**config.mk**
```make
export PLATFORM = sky130hd
export DESIGN_NAME = polynomial_coef_loader
export DESIGN_NICKNAME = d
export VERILOG_FILES = /design/src/rtl/polynomial_pkg.sv /design/src/rtl/polynomial_coef_bank.sv /design/src/rtl/polynomial_coef_loader.sv
export SDC_FILE = /design/constraint.sdc
export NUM_CORES = 1
export LEC_CHECK = 0
export ABC_CLOCK_PERIOD_IN_PS = 21800
export CAP_MARGIN = 20
export CORE_UTILIZATION = 60
export DETAILED_ROUTE_END_ITERATION = 8
export GPL_ROUTABILITY_DRIVEN = 0
export PLACE_DENSITY = 0.86
export SYNTH_ARGS = -nofsm -noshare
export SYNTH_HDL_FRONTEND = slang
export SYNTH_SLANG_ARGS = --single-unit
export TNS_END_PERCENT = 1
```
**constraint.sdc**
```tcl
create_clock -name clock -period 21.8 [get_ports clock]
set_input_delay 4.36 -clock clock [delete_from_list [all_inputs] [get_ports clock]]
set_output_delay 4.36 -clock clock [all_outputs]
set_load 0.005 [all_outputs]
```
**src/rtl/polynomial_pkg.sv**
```systemverilog
// Shared constants and types for the cubic-polynomial coefficient path.
// Coefficients are fixed-point 24:8; words are always streamed in a, b, c, d order.
package polynomial_pkg;

  localparam int W         = 32;
  localparam int FXP_SHIFT = 8;

  typedef enum logic [1:0] {
    COEF_A = 2'd0,
    COEF_B = 2'd1,
    COEF_C = 2'd2,
    COEF_D = 2'd3
  } coef_idx_t;

  typedef enum logic [1:0] {
    IDLE  = 2'd0,
    CLEAR = 2'd1,
    SEND  = 2'd2,
    DONE  = 2'd3
  } load_state_t;

endpackage

```
**src/rtl/polynomial_coef_bank.sv**
```systemverilog
// NUM_POLY x 4 x W coefficient register file: one write port, one combinational read port.
// Reset clears every entry; out-of-range writes are ignored.
module polynomial_coef_bank #(
  parameter  int W        = 32,
  parameter  int NUM_POLY = 4,
  localparam int PW       = $clog2(NUM_POLY)
) (
  input  logic          clock,
  input  logic          reset,
  input  logic          wr_en,
  input  logic [PW-1:0] wr_poly,
  input  logic [1:0]    wr_idx,
  input  logic [W-1:0]  wr_data,
  input  logic [PW-1:0] rd_poly,
  input  logic [1:0]    rd_idx,
  output logic [W-1:0]  rd_data
);

  logic [W-1:0] mem [NUM_POLY][4];

  always_ff @(posedge clock or posedge reset) begin
    if (reset) begin
      for (int p = 0; p < NUM_POLY; p++) begin
        for (int i = 0; i < 4; i++) begin
          mem[p][i] <= '0;
        end
      end
    end else if (wr_en && (int'(wr_poly) < NUM_POLY)) begin
      mem[wr_poly][wr_idx] <= wr_data;
    end
  end

  assign rd_data = mem[rd_poly][rd_idx];

endmodule

```
**src/rtl/polynomial_coef_loader.sv**
```systemverilog
// Streams one stored coefficient set (a,b,c,d) to the evaluator after a coef_reset pulse.
// Load takes 6 cycles with coef_ready high; coef/coef_valid hold while coef_ready is low.
module polynomial_coef_loader #(
  parameter  int W        = 32,
  parameter  int NUM_POLY = 4,
  localparam int PW       = $clog2(NUM_POLY)
) (
  input  logic          clock,
  input  logic          reset,
  input  logic          wr_en,
  input  logic [PW-1:0] wr_poly,
  input  logic [1:0]    wr_idx,
  input  logic [W-1:0]  wr_data,
  input  logic          load_req,
  input  logic [PW-1:0] load_poly,
  output logic          busy,
  output logic          load_done,
  output logic          load_err,
  output logic          wr_err,
  output logic [W-1:0]  coef,
  output logic          coef_valid,
  input  logic          coef_ready,
  output logic          coef_last,
  output logic          coef_reset
);

  import polynomial_pkg::*;

  load_state_t   state;
  logic [1:0]    cnt;
  logic [PW-1:0] sel_poly;
  logic [1:0]    rd_idx;
  logic [W-1:0]  rd_data;
  logic          wr_ok;
  logic          load_ok;
  logic          bank_we;
  logic          xfer;

  // The set being streamed is write-protected so the evaluator never sees a mixed set.
  always_comb begin
    wr_ok   = (int'(wr_poly) < NUM_POLY) &&
              !((state != IDLE) && (wr_poly == sel_poly));
    load_ok = (state == IDLE) && (int'(load_poly) < NUM_POLY);
    bank_we = wr_en && wr_ok;
    xfer    = (state == SEND) && coef_valid && coef_ready;
    rd_idx  = (state == SEND) ? cnt + 2'd1 : COEF_A;
  end

  polynomial_coef_bank #(
    .W        (W),
    .NUM_POLY (NUM_POLY)
  ) u_bank (
    .clock   (clock),
    .reset   (reset),
    .wr_en   (bank_we),
    .wr_poly (wr_poly),
    .wr_idx  (wr_idx),
    .wr_data (wr_data),
    .rd_poly (sel_poly),
    .rd_idx  (rd_idx),
    .rd_data (rd_data)
  );

  always_ff @(posedge clock or posedge reset) begin
    if (reset) begin
      state      <= IDLE;
      cnt        <= '0;
      sel_poly   <= '0;
      busy       <= 1'b0;
      load_done  <= 1'b0;
      load_err   <= 1'b0;
      wr_err     <= 1'b0;
      coef       <= '0;
      coef_valid <= 1'b0;
      coef_last  <= 1'b0;
      coef_reset <= 1'b0;
    end else begin
      coef_reset <= 1'b0;
      load_done  <= 1'b0;
      load_err   <= load_req && !load_ok;
      wr_err     <= wr_en && !wr_ok;
      case (state)
        IDLE: begin
          if (load_req && load_ok) begin
            sel_poly   <= load_poly;
            state      <= CLEAR;
            coef_reset <= 1'b1;
            busy       <= 1'b1;
          end
        end
        CLEAR: begin
          state      <= SEND;
          cnt        <= COEF_A;
          coef       <= rd_data;
          coef_valid <= 1'b1;
          coef_last  <= 1'b0;
        end
        SEND: begin
          // The read port already points at the next word, so it is ready to register.
          if (xfer) begin
            if (cnt == COEF_D) begin
              state      <= DONE;
              cnt        <= '0;
              coef_valid <= 1'b0;
              coef_last  <= 1'b0;
              load_done  <= 1'b1;
            end else begin
              cnt       <= cnt + 2'd1;
              coef      <= rd_data;
              coef_last <= (cnt == COEF_C);
            end
          end
        end
        DONE: begin
          state <= IDLE;
          busy  <= 1'b0;
        end
        default: state <= IDLE;
      endcase
    end
  end

endmodule

```
==> run metrics <==
htree depth=2; Int Power=0.002854 W; Antenna Nets Post-Route=0; Total GRT Usage=0.2792; part of the power in the clock network=0.234; net count after synthesis=1794; relative contribution of sequential cells to total power=0.421; wire length of the first global-routing pass=94340 um; number of global-route vias before repair=between 15000 and 20000; Startpoint Class=input pin; Largest delay share family, worst path=buffers and inverters; per-cell routed wire length=25.21 um; initial cell density of the core=0.6097; IO Count=82; delay contributed by the slowest stage of the critical path=approximately 0.85 ns; num rows=75; unrepaired setup endpoints after global routing=no; share of the yosys chip area belonging to registers=0.5438; number of setup violations in the final report=0; fin. max-slew vios=0; TritonCTS clock tree=built; result of the run=finished clean; critical path fanouts, max=20; pin count of the biggest net entering global routing=between 100 and 150; Area Overhead vs Synth=10.74%; Floorplan Core Area=0.04204 mm^2; sum of buffers and inverters on the critical path=2; type of the tightest min-delay check=register to register; net count reported at finish=1806; Post-synth top flop=dfrtp_1; final antenna diode count=0; Setup TNS Final=0 ns; Syn Inst Count=1745; number of flops mapped to enable cells by yosys=0; DIE HEIGHT=208.7 um; routed vias=between 15000 and 20000; register bit total from synthesis=557; worst hold margin=0.4788 ns; post-CTS setup buffers=0; Avg Synthesized Cell Area=14.69 um^2; overflow left after global routing=0; filler instances=2846; share of cells above drive strength 1=0.3866; first drt pass iteration count=5; yosys warns=0; MaxCap Viol Count=0; floorplan die area=0.04355 mm^2; Layout Skew=0.01515 ns; worst max-slew margin expressed relative to the limit=0.3313; Critical Path Sink Type=register; Setup Crit Path Kind=input pin to register; number of input and output port buffers inserted=81; share of flip-flops with an asynchronous set or reset=1.000; Final HPWL DP=32200 um; maximum clock frequency=0.1425 GHz; final-report hold violation count=0; Cell Pwr Density=146.7 mW/mm^2; TritonCTS Buffers=55; sw power=0.001311 W; data arrival at the endpoint of the critical path=7.50 ns; CTS clk-pin slew, worst paths=0.06 ns; Combinational Power Share=0.345; drt drc=0; area of the mapped netlist=0.02563 mm^2; leakage component of the power=12.52 nW; worst skew pair latency=0.60 ns; Starting DRT DRC Count=1017; Die Wd=208.7 um; Req. time, crit path=22.28 ns; distinct cell type count after synthesis=39; buffer cell driving the clock tree root=clkbuf_16; cell with the biggest individual delay on the critical path=nand4_1; number of antenna violations at the first check in global routing=0; maximum ir drop on the vdd rail=0.0001882 V; buffer levels on the longest clock path=3; sum of routed wire length over all layers=59050 um; worst-path cell chain=clkdlybuf4s50_1, xor2_1, o31a_2, nand4_1, buf_4, mux2_2; Final Critical Period=7.019 ns; slew of the pin with the lowest slew margin=1.003 ns; crit share post-route=0.3220; Post-CTS Resized=0; Via-to-Cell Ratio=6.478; sink count of the clock tree=between 500 and 600; net switching fraction of the power=0.3147; Post-CTS Hold Fix Bufs=0
## synth_stat cells (2+ instances only)
master	count	area (um^2)
dfrtp_1	557	13940
mux2_2	490	5518
mux2i_1	130	1301
clkbuf_1	65	244.0
mux4_2	64	1441
nand2_1	40	150.1
nand3_1	35	175.2
nor2b_1	35	219.0
o31ai_1	33	247.7
a211oi_1	32	240.2
a22oi_1	32	240.2
a31oi_1	32	200.2
nand3b_1	32	240.2
buf_6	30	337.8
buf_2	28	140.1
buf_4	25	187.7
mux2_1	18	202.7
nand3_4	10	175.2
inv_1	7	26.28
ha_1	6	75.07
mux2_4	6	90.09
nor2_1	6	22.52
buf_1	4	15.01
nand4_1	4	25.02
o21ai_0	4	20.02
and2b_1	3	22.52
nand2b_1	3	18.77
a21oi_1	2	10.01
xor2_1	2	17.52
## path summary, 6_finish.rpt
path,start,endpoint,slack [ns],depth (start not counted)
worst max-delay path,wr_poly[0],u_bank.mem[9]$_DFFE_PP0P_,14.78,6
worst min-delay path,coef[5]$_DFFE_PP0P_,coef[5]$_DFFE_PP0P_,0.48,2
worst max register to register,sel_poly[1]$_DFFE_PP0P_,u_bank.mem[9]$_DFFE_PP0P_,18.27,5
worst min register to register,coef[5]$_DFFE_PP0P_,coef[5]$_DFFE_PP0P_,0.48,2
max in group asynchronous,reset,u_bank.mem[52]$_DFFE_PP0P_,15.23,4
min in group asynchronous,reset,u_bank.mem[412]$_DFFE_PP0P_,4.32,2
## power by group through the flow
stage | clock, W | sequential, W | combinational, W
floorplan | 0 | 0.00165 | 0.00113
detailed placement | 0 | 0.00176 | 0.00142
finish | 0.000974 | 0.00175 | 0.00144
CTS | 0.000987 | 0.00174 | 0.00144
global route | 0.00103 | 0.00180 | 0.00155
global placement | 0 | 0.00172 | 0.00137
## final cells by class
class / count / area (um^2) / share of cell area
flip-flops and latches: 557 / 13950 / 0.4913
well taps: 539 / 674.4 / 0.02376
inverters: 7 / 33.78 / 0.001190
multi-input cells: 1028 / 10760 / 0.3791
clock buffers: 83 / 1644 / 0.05792
clock inverters: 20 / 227.7 / 0.008022
repair buffers: 108 / 1099 / 0.03870
## cells by family after synthesis
logic type,count (synthesis),synth area share
buf+inv,160,0.03768
compound gates,140,0.03910
flops,557,0.5438
simple gates,172,0.04213
xor+xnor,2,0.0006835
fa+ha+maj,6,0.002929
mux,708,0.3337
## stage by stage
stage / util / total power [W] / cells / setup slack, ns / cell area (um^2)
after detailed placement: 0.6282 / 0.003178 / 2235 / 14.20 / 26410
final: 0.6752 / 0.004165 / 2342 / 14.78 / 28390
after global placement: 0.6282 / 0.003083 / 2235 / 14.32 / 26410
after CTS: 0.6728 / 0.004169 / 2338 / 14.82 / 28280
after floorplan: - / 0.002783 / 1745 / 1.864 / 25630
after global routing: 0.6752 / 0.004373 / 2342 / 14.61 / 28390
## placed cells by master, fill, tap and decap left out, types with 18 or more instances in the layout
cell,Yosys,layout
dfrtp_1,557,555
mux2_2,490,490
mux2i_1,130,130
clkdlybuf4s50_1,0,81
mux4_2,64,64
clkbuf_16,0,57
nand2_1,40,40
nor2b_1,35,35
o31ai_1,33,33
nand3_1,35,33
a211oi_1,32,32
a22oi_1,32,32
nand3b_1,32,32
a31oi_1,32,32
buf_4,25,22
mux2_1,18,18
## metal layers
layer / share of wire / global-route usage
met2: 0.49 / 0.4549
met5: 0 / 0
met4: 0.021 / 0.07784
met3: 0.059 / 0.04569
met1: 0.43 / 0.3910
## flip-flops by register name, indices dropped and copies added (netlist names)
register	count
sel_poly	2
coef_valid	1
coef	32
state	2
busy	1
load_err	1
cnt	2
wr_err	1
u_bank.mem	512
load_done	1
coef_reset	1
coef_last	1
## tightest hold or removal path: cells and delay by family (launching register included)
kind | cells | cell delay, ns
and+or+nand+nor | 1 | 0.05
AOI/OAI and AO/OA | 1 | 0.05
DFF | 1 | 0.34
No activity file was read; power rests on OpenSTA's default activity.
